===== config.mk =====
export PLATFORM = sky130hd
export DESIGN_NAME = bnn_accum_binarize_unit_flat
export DESIGN_NICKNAME = d
export VERILOG_FILES = /design/src/rtl/bnn_accum_binarize_unit_pkg.sv /design/src/rtl/bnn_accum_binarize_unit_if.sv /design/src/rtl/bnn_accum_binarize_unit_sat_acc.sv /design/src/rtl/bnn_accum_binarize_unit.sv /design/src/flat_wrapper.sv
export SDC_FILE = /design/constraint.sdc
export NUM_CORES = 1
export LEC_CHECK = 0
export ABC_AREA = 1
export BUFFER_PORTS_ARGS = -buffer_cell sky130_fd_sc_hd__buf_2
export CAP_MARGIN = 20
export CORE_MARGIN = 2
export CORE_UTILIZATION = 35
export CTS_CLUSTER_SIZE = 25
export DETAILED_ROUTE_END_ITERATION = 10
export SETUP_SLACK_MARGIN = 0.3
export SLEW_MARGIN = 20
export SYNTH_ARGS = -nofsm -noshare
export SYNTH_HDL_FRONTEND = slang
export SYNTH_SLANG_ARGS = --single-unit
export TNS_END_PERCENT = 10

===== constraint.sdc =====
create_clock -name clk -period 4.7 [get_ports clk]
set_input_delay 0.235 -clock clk [delete_from_list [all_inputs] [get_ports clk]]
set_output_delay 0.235 -clock clk [all_outputs]
set_load 0.01 [all_outputs]

===== src/rtl/bnn_accum_binarize_unit_pkg.sv =====
// rtl/bnn_accum_binarize_unit_pkg.sv - shared state enum, default widths and sext/sat helpers
package bnn_pkg;

   typedef enum logic [1:0] {S_IDLE, S_ACCUM, S_BIN, S_EMIT} state_t;

   localparam int DEF_N_CH   = 8;
   localparam int DEF_PSUM_W = 7;
   localparam int DEF_BIAS_W = 8;
   localparam int DEF_ACC_W  = 10;
   localparam int DEF_POOL_K = 4;

   // Sign-extend the low w bits of v to 32 bits.
   function automatic logic signed [31:0] sext(input logic [31:0] v, input int w);
      logic [31:0] m;
      m = 32'hFFFF_FFFF << w;
      return signed'(v[w-1] ? (v | m) : (v & ~m));
   endfunction

   // Clamp v into the signed range of a w-bit number.
   function automatic logic signed [31:0] sat(input logic signed [31:0] v, input int w);
      logic signed [31:0] hi;
      logic signed [31:0] lo;
      hi = (32'sd1 <<< (w - 1)) - 32'sd1;
      lo = -hi - 32'sd1;
      if (v > hi) return hi;
      if (v < lo) return lo;
      return v;
   endfunction

endpackage


===== src/rtl/bnn_accum_binarize_unit_if.sv =====
// rtl/bnn_accum_binarize_unit_if.sv - partial-sum input stream and binary result output
interface bnn_accum_binarize_unit_if
   import bnn_pkg::*;
#(
   parameter int N_CH   = DEF_N_CH,
   parameter int PSUM_W = DEF_PSUM_W
);
   logic                     psum_valid;
   logic                     psum_ready;
   logic                     psum_last;
   logic [N_CH*PSUM_W-1:0]   psum_data;
   logic                     out_valid;
   logic                     out_ready;
   logic [N_CH-1:0]          out_data;
   logic [15:0]              out_idx;

   modport master (
      output psum_valid, psum_last, psum_data, out_ready,
      input  psum_ready, out_valid, out_data, out_idx
   );

   modport slave (
      input  psum_valid, psum_last, psum_data, out_ready,
      output psum_ready, out_valid, out_data, out_idx
   );
endinterface


===== src/rtl/bnn_accum_binarize_unit_sat_acc.sv =====
// rtl/bnn_accum_binarize_unit_sat_acc.sv - one channel's saturating accumulator with sign output
module bnn_sat_acc
   import bnn_pkg::*;
#(
   parameter int ACC_W  = DEF_ACC_W,
   parameter int PSUM_W = DEF_PSUM_W,
   parameter int BIAS_W = DEF_BIAS_W
)(
   input  logic              clk,
   input  logic              clear,
   input  logic              load,
   input  logic              add,
   input  logic [BIAS_W-1:0] bias,
   input  logic [PSUM_W-1:0] psum,
   output logic              nonneg
);
   logic [ACC_W-1:0] acc;

   always_ff @(posedge clk) begin
      if (clear)
         acc <= '0;
      else if (load)
         acc <= ACC_W'(sext(32'(bias), BIAS_W));
      else if (add)
         acc <= ACC_W'(sat(sext(32'(acc), ACC_W) + sext(32'(psum), PSUM_W), ACC_W));
   end

   assign nonneg = ~acc[ACC_W-1];
endmodule


===== src/rtl/bnn_accum_binarize_unit.sv =====
// rtl/bnn_accum_binarize_unit.sv - per-channel bias accumulate, binarise and optional OR-pool
module bnn_accum_binarize_unit
   import bnn_pkg::*;
#(
   parameter int N_CH   = DEF_N_CH,
   parameter int PSUM_W = DEF_PSUM_W,
   parameter int BIAS_W = DEF_BIAS_W,
   parameter int ACC_W  = DEF_ACC_W,
   parameter int POOL_K = DEF_POOL_K
)(
   input  logic                   clk,
   input  logic                   rst,
   input  logic                   bias_wr,
   input  logic [N_CH*BIAS_W-1:0] bias_in,
   input  logic                   start,
   output logic                   start_ready,
   input  logic                   pool_en,
   bnn_accum_binarize_unit_if.slave bus
);
   state_t                 state;
   logic [N_CH*BIAS_W-1:0] bias;
   logic [N_CH-1:0]        pool_reg;
   logic [4:0]             pool_cnt;
   logic                   pool_mode;
   logic [N_CH-1:0]        bin;
   logic                   load;
   logic                   add;

   assign load = (state == S_IDLE) && start;
   assign add  = (state == S_ACCUM) && bus.psum_valid;

   for (genvar c = 0; c < N_CH; c++) begin : g_ch
      bnn_sat_acc #(.ACC_W(ACC_W), .PSUM_W(PSUM_W), .BIAS_W(BIAS_W)) u_acc (
         .clk    (clk),
         .clear  (rst),
         .load   (load),
         .add    (add),
         .bias   (bias[c*BIAS_W +: BIAS_W]),
         .psum   (bus.psum_data[c*PSUM_W +: PSUM_W]),
         .nonneg (bin[c])
      );
   end

   always_ff @(posedge clk) begin
      if (rst) begin
         state          <= S_IDLE;
         bias           <= '0;
         pool_reg       <= '0;
         pool_cnt       <= '0;
         pool_mode      <= 1'b0;
         start_ready    <= 1'b1;
         bus.psum_ready <= 1'b0;
         bus.out_valid  <= 1'b0;
         bus.out_data   <= '0;
         bus.out_idx    <= '0;
      end else begin
         // The accumulators load the old bias on the start edge, so a write lands next window.
         if (bias_wr)
            bias <= bias_in;
         case (state)
            S_IDLE: begin
               if (start) begin
                  state          <= S_ACCUM;
                  start_ready    <= 1'b0;
                  bus.psum_ready <= 1'b1;
                  if (pool_cnt == 5'd0)
                     pool_mode <= pool_en;
               end
            end
            S_ACCUM: begin
               if (bus.psum_valid && bus.psum_last) begin
                  state          <= S_BIN;
                  bus.psum_ready <= 1'b0;
               end
            end
            S_BIN: begin
               if (pool_mode && (pool_cnt < 5'(POOL_K - 1))) begin
                  pool_reg    <= pool_reg | bin;
                  pool_cnt    <= pool_cnt + 5'd1;
                  state       <= S_IDLE;
                  start_ready <= 1'b1;
               end else begin
                  bus.out_data  <= pool_mode ? (pool_reg | bin) : bin;
                  bus.out_valid <= 1'b1;
                  pool_reg      <= '0;
                  pool_cnt      <= '0;
                  state         <= S_EMIT;
               end
            end
            S_EMIT: begin
               if (bus.out_ready) begin
                  bus.out_valid <= 1'b0;
                  bus.out_idx   <= bus.out_idx + 16'd1;
                  state         <= S_IDLE;
                  start_ready   <= 1'b1;
               end
            end
            default: state <= S_IDLE;
         endcase
      end
   end
endmodule


===== src/flat_wrapper.sv =====
// flat-port wrapper written by rule: the top's interface ports become plain ports
module bnn_accum_binarize_unit_flat import bnn_pkg::*;
#(
   parameter int N_CH   = DEF_N_CH,
   parameter int PSUM_W = DEF_PSUM_W,
   parameter int BIAS_W = DEF_BIAS_W,
   parameter int ACC_W  = DEF_ACC_W,
   parameter int POOL_K = DEF_POOL_K
)
  (clk, rst, bias_wr, bias_in, start, start_ready, pool_en, bus_psum_valid, bus_psum_last, bus_psum_data, bus_out_ready, bus_psum_ready, bus_out_valid, bus_out_data, bus_out_idx);
  bnn_accum_binarize_unit_if #(.N_CH(N_CH), .PSUM_W(PSUM_W)) bus_i ();
  input  logic clk;
  input  logic rst;
  input  logic bias_wr;
  input  logic [N_CH*BIAS_W-1:0] bias_in;
  input  logic start;
  output logic start_ready;
  input  logic pool_en;
  input wire logic [$bits(bus_i.psum_valid)-1:0] bus_psum_valid;
  input wire logic [$bits(bus_i.psum_last)-1:0] bus_psum_last;
  input wire logic [$bits(bus_i.psum_data)-1:0] bus_psum_data;
  input wire logic [$bits(bus_i.out_ready)-1:0] bus_out_ready;
  output wire logic [$bits(bus_i.psum_ready)-1:0] bus_psum_ready;
  output wire logic [$bits(bus_i.out_valid)-1:0] bus_out_valid;
  output wire logic [$bits(bus_i.out_data)-1:0] bus_out_data;
  output wire logic [$bits(bus_i.out_idx)-1:0] bus_out_idx;
  assign bus_i.psum_valid = bus_psum_valid;
  assign bus_i.psum_last = bus_psum_last;
  assign bus_i.psum_data = bus_psum_data;
  assign bus_i.out_ready = bus_out_ready;
  assign bus_psum_ready = bus_i.psum_ready;
  assign bus_out_valid = bus_i.out_valid;
  assign bus_out_data = bus_i.out_data;
  assign bus_out_idx = bus_i.out_idx;
  bnn_accum_binarize_unit #(.N_CH(N_CH), .PSUM_W(PSUM_W), .BIAS_W(BIAS_W), .ACC_W(ACC_W), .POOL_K(POOL_K)) u_core (.clk(clk), .rst(rst), .bias_wr(bias_wr), .bias_in(bias_in), .start(start), .start_ready(start_ready), .pool_en(pool_en), .bus(bus_i));
endmodule

==> flow_summary.toml <==
[status]
status = "complete, no violations"

[clock_network]
htree_num_levels = 4
clockRootBuffer = "clkbuf_16"
postCtsSetupBuffers = 0
clkTransAtPathRegs_ns = 0.08
clk_latency_ns = 0.48
clk_path_buf_depth = 2
tritoncts = "yes"
cts.sinks = 187
numCtsBuffers = 17

[cells_and_area]
max_flop_register = "u_core.g_ch.u_acc.acc"
layout-drive-gt1-share_pct = 11.0
largest_reg_flops = 80
area_delta_synth_final_pct = 17.0
seqCellArea_um2 = 3740
utilization_pct = 41.6
fin_nets = 2468
diodes = 0
multiInputGateArea_um2 = 9170
n_fill_cell = 4080
largest_registers = "u_core.g_ch.u_acc.acc: 80 flops, u_core.bias: 64 flops, u_core.bus.out_idx: 16 flops"

[synth]
syn_area_um2 = 14200
synth_ff_type = "dfxtp_1"
ys_seq_elements = 187
yosysWarnings = 0
synth_top_area_cell = "dfxtp_1"
synthesis.instances = 1984
synth_edf_count = 0
synthTopCellsByCount = "nand2_1 (409), nor2_1 (284), inv_1 (261), dfxtp_1 (187), a21oi_1 (156)"
synth_top_cell_area_share_pct = 26.4
synth_cell_types = 49
synthArstFlopShare_pct = 0
yosysMostFrequentCell = "nand2_1"
seq_area_frac_synth_pct = 26.4
syn_area_per_cell_um2 = 7.14
syn_nets = 2283
synth_area_leaders = "dfxtp_1 (26%), fa_1 (12%), nand2_1 (11%)"

[setup_path]
rr_startpoint = "u_core.g_ch[0].u_acc.acc[0]"
critical_path_required_ns = 5.07
crit_fanout = 7
startpoint = "u_core.g_ch[0].u_acc.acc[0]"
path_class = "reg2reg"
cp.arrival_ns = 4.28
end_kind = "register"
cp-start-kind = "register"
rr_worst_depth = 19

[global_route]
overflow = 0
grt_pass1_wl_um = 64700
grt_max_degree = 68
grt_pass1_vias = 13435
grt_antenna_before_repair = 0
grt_usage_pct = 19.2

[routing]
routedWlPerCell_um = 14.4
drt_first_pass_iters = 7
drc_errors = 0
drt_wl_total_um = 38900
ant_nets = 0
via_per_inst = 4.94
routed-via-count = 13368
drt_iter0_drc = 743

[pwr]
power.density_nw_per_um2 = 525
leakagePower_nw = 7.95
ir_drop_mv = 0.307

[timing]
rsz0062_at_grt = "no"
finalCritPeriodShare_pct = 83.4
tightest_slew_ns = 0.898
min_period_ns = 3.92
tns_ns = 0
drv_slew = 0
skew_ns = 0.00959
timing.fmax_mhz = 255
finalHoldViolCount = 0
slew-limit-headroom_pct = 39.4
finalSetupViolations = 0

[hold_path]
worstHoldStart = "bias_in[31]"
hp-class = "in2reg"
hold_path_depth = 3

[floorplan]
rows = 73
die_w_um = 205
core-area_um2 = 39800
start_util_pct = 35.6
die_h_um = 205
dieArea_um2 = 42100
num_io_pins = 155

[placed_design]
gp_congestion = 0.894
dp_hpwl_um = 28300
io_buffers = 154

[job]
maxCapViolations = 0
-- metrics by stage --
step	cell area [um^2]	setup slack [ns]	hold slack, ns	std cells	power [mW]
CTS	16600	0.794	0.000332	2707	8.76
detailed placement	15400	0.813	0.430	2620	7.19
finish	16600	0.782	0.0300	2707	8.70
floorplan	14200	1.39	0.370	1984	6.04
global route	16600	0.387	0.00953	2707	9.64
global placement	15400	0.930	0.428	2620	7.08
-- final timing paths --
kind | end | slack [ns]
worst min-delay path | u_core.bias[31] | 0.03
worst max register to register | u_core.g_ch[0].u_acc.acc[0] | 0.78
worst max-delay path | u_core.g_ch[0].u_acc.acc[0] | 0.78
worst min register to register | u_core.pool_cnt[4] | 0.44
-- per-layer routing --
| layer | part of all wire (%) | track usage (%) | wire length (um) | vias up |
|---|---|---|---|---|
| li1 | - | - | - | 6862 |
| met1 | 45 | 23.4 | 17500 | 6250 |
| met2 | 50 | 34.1 | 19300 | 221 |
| met3 | 3.7 | 3.77 | 1430 | 35 |
| met4 | 1.5 | 5.42 | 588 | 0 |
| met5 | 0 | 0 | 0 | - |
-- timing repair --
item | 4_1_cts | 5_1_grt
hold endpoints to repair | 55 | 0
hold buffers | 55 | 0
resized for setup | 0 | 0
-- kinds of logic (layout without fill, tap and decap cells) --
group | Yosys count | count (layout) | share of synthesized area, %
AOI/OAI and AO/OA | 375 | 375 | 15.6
xor gates and xnor gates | 48 | 48 | 2.97
adders and majority gates | 171 | 171 | 19.8
buffers and inverters | 323 | 521 | 8.90
DFF | 187 | 187 | 26.4
and+or+nand+nor | 880 | 880 | 26.4
-- power breakdown --
| group | leakage (nW) | switching [mW] | internal (mW) |
|---|---|---|---|
| logic | 6.13 | 3.13 | 1.80 |
| registers | 1.54 | 0.315 | 1.97 |
| clock network | 0.275 | 0.720 | 0.758 |
-- cell usage in the layout (no fill, tap or decap), drive strengths merged, types with 29 or more instances in the layout --
cell         count
dfxtp          187
nand4           31
a21oi          156
buf            164
fa              88
dlygate4sd3     55
nor2           294
inv            274
nand2          415
ha              83
nand3           86
o221ai          50
o21ai          120
xor2            29
-- critical path, cell delays in order (launching register included) --
cell     delay [ns]
dfxtp_1        0.34
ha_1           0.16
inv_1          0.06
fa_1           0.43
nor2_1         0.18
nor2_1         0.09
o21ai_0        0.30
nand3_1        0.15
nand3_1        0.14
a21oi_1        0.12
inv_1          0.14
fa_1           0.45
nor3_1         0.19
nand4_1        0.11
nor2_1         0.11
nand3_1        0.09
o21ai_2        0.16
nand3_1        0.27
a21oi_1        0.24
nor2_1         0.05
-- area by class of cell --
class / instances / area share (%)
sequential: 187 / 22.6
timing repair buffer: 219 / 8.50
tap: 525 / 3.96
clock buffer: 19 / 2.67
multi-input combinational: 1474 / 55.3
inverter: 270 / 6.13
clock inverter: 13 / 0.801
No activity file was read; power rests on OpenSTA's default activity.
